File: config.mk
export PLATFORM = sky130hd
export DESIGN_NAME = muldiv_seq_unit
export DESIGN_NICKNAME = d
export VERILOG_FILES = /design/src/rtl/muldiv_seq_unit.sv
export SDC_FILE = /design/constraint.sdc
export NUM_CORES = 1
export LEC_CHECK = 0
export CORE_MARGIN = 2
export CORE_UTILIZATION = 60
export CTS_BUF_LIST = sky130_fd_sc_hd__clkbuf_16
export DETAILED_ROUTE_END_ITERATION = 8
export PLACE_DENSITY = 0.82
export SKIP_CTS_REPAIR_TIMING = 1
export SLEW_MARGIN = 20
export SYNTH_ARGS = -nofsm -noshare
export SYNTH_HDL_FRONTEND = slang
export SYNTH_SLANG_ARGS = --single-unit
File: constraint.sdc
create_clock -name clk -period 5.3 [get_ports clk]
set_input_delay 1.325 -clock clk [delete_from_list [all_inputs] [get_ports clk]]
set_output_delay 1.325 -clock clk [all_outputs]
set_load 0.1 [all_outputs]
File: src/rtl/muldiv_seq_unit.sv
// Iterative HI/LO multiply/divide unit: shift-add multiply, restoring divide,
// one bit per cycle, followed by a single sign-fix/commit cycle.
module muldiv_seq_unit #(
  parameter int WIDTH   = 32,
  parameter int FUNCT_W = 6
) (
  input  logic               clk,
  input  logic               rst,
  input  logic               start,
  input  logic [FUNCT_W-1:0] funct,
  input  logic [WIDTH-1:0]   a,
  input  logic [WIDTH-1:0]   b,
  output logic               busy,
  output logic               done,
  output logic [WIDTH-1:0]   hi,
  output logic [WIDTH-1:0]   lo
);

  localparam int CNT_W = $clog2(WIDTH);
  localparam logic [CNT_W-1:0] LAST_ITER = CNT_W'(WIDTH - 1);

  localparam logic [FUNCT_W-1:0] F_MTHI  = FUNCT_W'(6'h11);
  localparam logic [FUNCT_W-1:0] F_MTLO  = FUNCT_W'(6'h13);
  localparam logic [FUNCT_W-1:0] F_MULT  = FUNCT_W'(6'h18);
  localparam logic [FUNCT_W-1:0] F_MULTU = FUNCT_W'(6'h19);
  localparam logic [FUNCT_W-1:0] F_DIV   = FUNCT_W'(6'h1A);
  localparam logic [FUNCT_W-1:0] F_DIVU  = FUNCT_W'(6'h1B);

  typedef enum logic [1:0] {IDLE, MUL, DIV, FIX} state_t;

  state_t             state_r;
  logic [CNT_W-1:0]   cnt_r;
  logic               op_div_r;
  logic               b_zero_r;
  logic               neg_prod_r;
  logic               neg_quo_r;
  logic               neg_rem_r;
  logic [WIDTH-1:0]   src_a_r;
  logic [WIDTH-1:0]   d_r;     // multiplicand or divisor magnitude
  logic [WIDTH-1:0]   acc_r;   // product high half or partial remainder
  logic [WIDTH-1:0]   work_r;  // multiplier bits shifting out / quotient bits shifting in

  logic               sgn_op_s;
  logic               a_neg_s;
  logic               b_neg_s;
  logic [WIDTH-1:0]   mag_a_s;
  logic [WIDTH-1:0]   mag_b_s;
  logic [WIDTH:0]     mul_sum_s;
  logic [WIDTH:0]     div_shift_s;
  logic [WIDTH:0]     div_diff_s;
  logic               div_ge_s;
  logic [2*WIDTH-1:0] prod_fix_s;
  logic [WIDTH-1:0]   quo_fix_s;
  logic [WIDTH-1:0]   rem_fix_s;

  // Operand sign decode, magnitudes and one iteration of the datapath
  always_comb begin
    sgn_op_s = (funct == F_MULT) || (funct == F_DIV);
    a_neg_s  = sgn_op_s & a[WIDTH-1];
    b_neg_s  = sgn_op_s & b[WIDTH-1];
    if (a_neg_s) begin
      mag_a_s = WIDTH'(0) - a;
    end else begin
      mag_a_s = a;
    end
    if (b_neg_s) begin
      mag_b_s = WIDTH'(0) - b;
    end else begin
      mag_b_s = b;
    end
    if (work_r[0]) begin
      mul_sum_s = {1'b0, acc_r} + {1'b0, d_r};
    end else begin
      mul_sum_s = {1'b0, acc_r};
    end
    div_shift_s = {acc_r, work_r[WIDTH-1]};
    div_ge_s    = (div_shift_s >= {1'b0, d_r});
    div_diff_s  = div_shift_s - {1'b0, d_r};
    if (neg_prod_r) begin
      prod_fix_s = (2*WIDTH)'(0) - {acc_r, work_r};
    end else begin
      prod_fix_s = {acc_r, work_r};
    end
    if (neg_quo_r) begin
      quo_fix_s = WIDTH'(0) - work_r;
    end else begin
      quo_fix_s = work_r;
    end
    if (neg_rem_r) begin
      rem_fix_s = WIDTH'(0) - acc_r;
    end else begin
      rem_fix_s = acc_r;
    end
  end

  // Control FSM, iteration registers and HI/LO commit
  always_ff @(posedge clk) begin
    if (rst) begin
      state_r    <= IDLE;
      cnt_r      <= '0;
      op_div_r   <= 1'b0;
      b_zero_r   <= 1'b0;
      neg_prod_r <= 1'b0;
      neg_quo_r  <= 1'b0;
      neg_rem_r  <= 1'b0;
      src_a_r    <= '0;
      d_r        <= '0;
      acc_r      <= '0;
      work_r     <= '0;
      busy       <= 1'b0;
      done       <= 1'b0;
      hi         <= '0;
      lo         <= '0;
    end else begin
      done <= 1'b0;
      case (state_r)
        IDLE: begin
          if (start) begin
            case (funct)
              F_MULT, F_MULTU: begin
                state_r    <= MUL;
                busy       <= 1'b1;
                cnt_r      <= '0;
                op_div_r   <= 1'b0;
                neg_prod_r <= a_neg_s ^ b_neg_s;
                acc_r      <= '0;
                work_r     <= mag_a_s;
                d_r        <= mag_b_s;
              end
              F_DIV, F_DIVU: begin
                state_r   <= DIV;
                busy      <= 1'b1;
                cnt_r     <= '0;
                op_div_r  <= 1'b1;
                neg_quo_r <= a_neg_s ^ b_neg_s;
                neg_rem_r <= a_neg_s;
                b_zero_r  <= (b == '0);
                src_a_r   <= a;
                acc_r     <= '0;
                work_r    <= mag_a_s;
                d_r       <= mag_b_s;
              end
              F_MTHI: begin
                hi   <= a;
                done <= 1'b1;
              end
              F_MTLO: begin
                lo   <= a;
                done <= 1'b1;
              end
              default: begin
                state_r <= IDLE;
              end
            endcase
          end
        end
        MUL: begin
          acc_r  <= mul_sum_s[WIDTH:1];
          work_r <= {mul_sum_s[0], work_r[WIDTH-1:1]};
          cnt_r  <= cnt_r + CNT_W'(1);
          if (cnt_r == LAST_ITER) begin
            state_r <= FIX;
          end
        end
        DIV: begin
          // A zero divisor always "fits", yielding all-ones quotient; FIX overrides it anyway
          if (div_ge_s) begin
            acc_r <= div_diff_s[WIDTH-1:0];
          end else begin
            acc_r <= div_shift_s[WIDTH-1:0];
          end
          work_r <= {work_r[WIDTH-2:0], div_ge_s};
          cnt_r  <= cnt_r + CNT_W'(1);
          if (cnt_r == LAST_ITER) begin
            state_r <= FIX;
          end
        end
        FIX: begin
          if (!op_div_r) begin
            {hi, lo} <= prod_fix_s;
          end else if (b_zero_r) begin
            lo <= '1;
            hi <= src_a_r;
          end else begin
            lo <= quo_fix_s;
            hi <= rem_fix_s;
          end
          busy    <= 1'b0;
          done    <= 1'b1;
          cnt_r   <= '0;
          state_r <= IDLE;
        end
        default: begin
          state_r <= IDLE;
          busy    <= 1'b0;
        end
      endcase
    end
  end

endmodule

Word-level counts from Yosys, hierarchy flattened. Index checks and enable logic that the tools add are counted. Widths: inputs -> output; s select.

Output and inout port bits: 66. Input bits: 73. Memories kept: 0. Bits in read-only memories: 0. Bits in latches: 0. Word-level logic and storage cells: 101. Bits in writable memories: 0. Register bits after elaboration: 206.

Shift-type cells: 0. Divide/modulo/power cells: 0. $mul: 0. Reductions and logical operators: 21. Bitwise logic cells: 3. Order comparisons: 1. Mux-type cells: 37. Eq/ne operators: 16. $add $sub $neg: 8.

Operators with widths (count): $mux 32 (17); $pmux 32 s3 (2); $pmux 32 s2 (2); $sub 1x32->32 const A (4); $mux 64 (1); $sub 1x64->64 const A (1); $eq 6x5->1 const B (6); $add 32x32->33 (1); $ge 33x32->1 (1); $mux 33 (1); $logic_not 32->1 (1); $sub 32x32->32 (1); $reduce_and 3->1 (9); $pmux 5 s3 (1); $pmux 2 s3 (2); $mux 5 (2); $reduce_or 2->1 (4); $ne 2x1->1 const B (3); $ne 2x2->1 const B (3); $pmux 1 s2 (3); $add 5x1->5 const B (1); $eq 5x5->1 const B (1); $eq 2x2->1 const B (2); $mux 1 (4); 10 further kinds (13).

Depth between registers and ports, before layout.
Depth in word-level cells: 7. Mapped depth: 14.

Worst setup path after synthesis. No wires, ideal clock.

Path type: input to register. From: in a[10]. To: reg work_r[25]. Cell stages on the path: 9. Path buffers: 0. Setup time: 0.128 ns. Path slack: 1.801 ns. Required time: 5.172 ns. Data arrival time: 3.372 ns. Cells stage by stage: or4_1 -> nor4_1 -> nand2b_1 -> or3_1 -> nor2_1 -> a21oi_1 -> xor2_1 -> a221oi_1 -> nor2_1.

Longest elaborated chain between the ends: 5.

Ends and longest elaborated chain: from (decl) (RTL line 11) `input logic [WIDTH-1:0] a,`; $sub 1x32->32 (RTL line 62) `mag_a_s = WIDTH'(0) - a;`; $mux 32 (RTL line 61) `if (a_neg_s) begin`; $mux 32 (RTL line 119) `case (funct)`; $mux 32 (RTL line 118) `if (start) begin`; $pmux 32 s3 (RTL line 116) `case (state_r)`; to (signal assigned) (RTL line 127) `work_r <= mag_a_s;`; to (signal assigned) (RTL line 140) `work_r <= mag_a_s;`; to (signal assigned) (RTL line 159) `work_r <= {mul_sum_s[0], work_r[WIDTH-1:1]};`; to (decl) (RTL line 41) `logic [WIDTH-1:0] work_r;`.

No other way between the ends. The select of a mux whose other input is x is not followed. A chain may end at the register's enable or synchronous reset.

Worst setup path in the final report.
From: reg acc_r[28]. To: reg acc_r[13].

Longest elaborated chain between the ends: 3.

Ends and longest elaborated chain: from (decl) (RTL line 40) `logic [WIDTH-1:0] acc_r;`; from (signal assigned) (RTL line 158) `acc_r <= mul_sum_s[WIDTH:1];`; from (signal assigned) (RTL line 168) `acc_r <= div_diff_s[WIDTH-1:0];`; from (signal assigned) (RTL line 170) `acc_r <= div_shift_s[WIDTH-1:0];`; $ge 33x32->1 (RTL line 77) `div_ge_s = (div_shift_s >= {1'b0, d_r});`; $mux 32 (RTL line 167) `if (div_ge_s) begin`; $pmux 32 s3 (RTL line 116).

No other way between the ends.

==> results.txt <==
status - complete, no violations
worst slack, placed - 806 ps
biggest cell delay along the critical path - 650 ps
count leader, synth - nand2_1
Skew-Pair Late Insertion Delay - 550 ps
DR pass1 iterations - 9
largest cells by area after synthesis - dfxtp_1 (25%), nand2_1 (6.8%), a21oi_1 (6.8%)
hold depth - 2
P_leak - 0.00686 uW
CP arrival - 4500 ps
die width - 169 um
CTS buffer count - 24
Main synth FF type - dfxtp_1
CP required - 5690 ps
Detail Route Antenna Nets - 0
worst slew pin tran - 1040 ps
routability cong. - 1.02
number of enable flip-flop cells after synthesis - 0
Cells after DPL - 2,588
worst relative slew slack - 30.8%
crit-path cells - ha_1 > nand3_1 > nor4_1 > nand2_1 > nor3_1 > a2111oi_0 > o21ai_2 > buf_4 > mux2_2 > a222oi_1 > a211oi_1
WS Path Type - flip-flop to flip-flop
Worst Path Max Fanout - 25
Syn Nets - 2,408
Routed WL - 59.1 mm
total number of vias - 18,096
worst-case clock skew - 16.8 ps
Starting DRT DRC Count - 2,501
Layout Cells excl Fill - 2,632
n_diodes - 0
Final HPWL DP - 42.9 mm
Hold Path Class - flip-flop to flip-flop
setup TNS - 0 ps
initial antenna violation count - 0
# H-tree levels - 1
clock buffer depth - 3
clock slew seen by the registers of the worst setup and hold paths - 60 ps
setup ws final - 1190 ps
Reg2Reg Setup Slack - 1190 ps
Final Critical Period - 4110 ps
fmax - 243 MHz
# nets final - 2,423
Hold Crit Start - src_a_r[6]$_SDFFE_PP0P_
syn avg cell area - 7.27 sq um
Worst path slowest cell - dfxtp_1
initial core utilization - 61.1%
Hold Fails Final Rpt - 0
TritonCTS clock tree - yes
unrepaired setup endpoints after global routing - no
max-cap violation count - 0
Crit. Startpoint - acc_r[28]$_SDFFE_PP0P_
Reg2Reg Depth - 11
pwr/cell area - 392 nW/um^2
first-pass GRT wire length - 91.9 mm
FF+latch count, synth - 206
Cell Rows - 60
grt ovf - 0
YS warnings - 0
post-synthesis sequential area ratio - 25.1%
synthesized area - 16,400 sq um
final setup fails - 0
Post-route DRC - 0
die height - 169 um
R2R Path Start - acc_r[28]$_SDFFE_PP0P_
Total GRT Usage - 40.1%
IO buf count - 138
die area - 28,700 sq um
Startpoint Class - flip-flop
WL per Instance - 22.4 um
Layout area overhead - 13.2%
vias in the first global route - 16,838
largest net degree at the start of global routing - 98
Slew Limit Fails - 0
core area - 26,900 sq um
post-synthesis cell type count - 84
leading area contributor after synthesis - dfxtp_1
crit share post-route - 77.6%
layout cells sized above 1 - 5.02%
Post-Syn Instances - 2,258
CP endpoint kind - flip-flop
# clock sinks - 206
Post-synth top cells - nand2_1 (298), nor2_1 (229), a21oi_1 (222), dfxtp_1 (206), clkbuf_1 (174)
Synth top area share - 25.1%
DR vias/cell - 6.88
Max VDD drop - 312 uV
IO Pins - 139
Synth async-reset ratio - 0%
CTS Root Buffer Type - clkbuf_16
-- per-stage QoR --
step	hold slack [ps]	util, %	cell area [sq um]	power (uW)
3_5_place_dp	448	66.4	17800	5590
6_report	456	69.1	18600	7290
3_3_place_gp	440	66.4	17800	5520
2_1_floorplan	433	-	16400	4510
5_1_grt	481	69.1	18600	7600
4_1_cts	457	69.1	18600	7160
-- power breakdown --
| group | total (uW) | switching [uW] | internal [uW] | leakage (uW) |
|---|---|---|---|---|
| clock | 1580 | 709 | 876 | 0.000371 |
| sequential | 1880 | 207 | 1670 | 0.00166 |
| combinational | 3830 | 2580 | 1240 | 0.00483 |
-- registers in the layout, indices dropped and copies added, names as in the netlist --
signal      cells
acc_r          32
d_r            32
hi             32
lo             32
src_a_r        32
work_r         32
cnt_r           5
state_r         2
b_zero_r        1
busy            1
done            1
neg_prod_r      1
neg_quo_r       1
neg_rem_r       1
op_div_r        1
-- area by class of cell --
type	instances	area (sq um)
Multi-Input combinational cell	1796	11300
Sequential cell	206	4130
Inverter	67	251
Fill cell	2367	8300
Clock buffer	24	601
Timing Repair Buffer	178	1700
Clock inverter	20	138
Tap cell	341	427
-- worst max-delay path: cells and delay by family, from the launching register on --
| kind | cells | cell delay, ps |
|---|---|---|
| fa+ha+maj | 1 | 370 |
| compound gates | 4 | 840 |
| mux | 1 | 380 |
| simple gates | 4 | 1280 |
| buf+inv | 1 | 420 |
| flops | 1 | 650 |
-- placed cells by master, fill, tap and decap left out, types with 11 or more instances in the layout --
master,count
a221o_1,13
clkbuf_16,24
or4_1,11
o21a_1,11
buf_4,39
inv_1,68
a311oi_1,46
nand2_1,298
a222oi_1,13
o221ai_1,29
nor2_1,228
dfxtp_1,205
a31oi_1,20
a22oi_1,11
a211oi_1,57
nor3_1,46
a21o_1,22
o21ai_0,125
nand4_1,21
a21oi_1,221
o41ai_1,12
xor2_1,73
nor4_1,33
xnor2_1,85
or3_1,21
nand3_1,37
o31ai_1,18
clkdlybuf4s50_1,137
o211ai_1,41
o21bai_1,11
mux2i_1,39
a221oi_1,25
ha_1,74
a211o_1,19
-- routing by layer --
| layer | up-vias | global-route usage [%] | wire length, um |
|---|---|---|---|
| li1 | 8340 | - | - |
| met1 | 8381 | 49.4 | 22500 |
| met2 | 1115 | 67.3 | 27200 |
| met3 | 260 | 5.62 | 5530 |
| met4 | 0 | 22.9 | 3820 |
| met5 | - | 0 | 0 |
-- final timing paths --
kind | endpoint
worst min-delay path | src_a_r[6]$_SDFFE_PP0P_
worst max register to register | acc_r[13]$_SDFFE_PP0P_
worst max-delay path | acc_r[13]$_SDFFE_PP0P_
worst min register to register | src_a_r[6]$_SDFFE_PP0P_
-- cells by family (layout without fill, tap and decap cells) --
kind of cell             after synthesis  in the layout  synth area share [%]
AND/OR/NAND/NOR                      767            767                  21.2
AO/OA/AOI/OAI                        745            745                  30.3
buffers and inverters                256            289                  5.94
flip-flops                           206            206                  25.1
XOR/XNOR                             158            158                  8.43
adder cells (fa/ha/maj)               77             77                  5.96
multiplexers                          49             49                  3.09
Note: power is estimated with default switching activity, not from simulation.
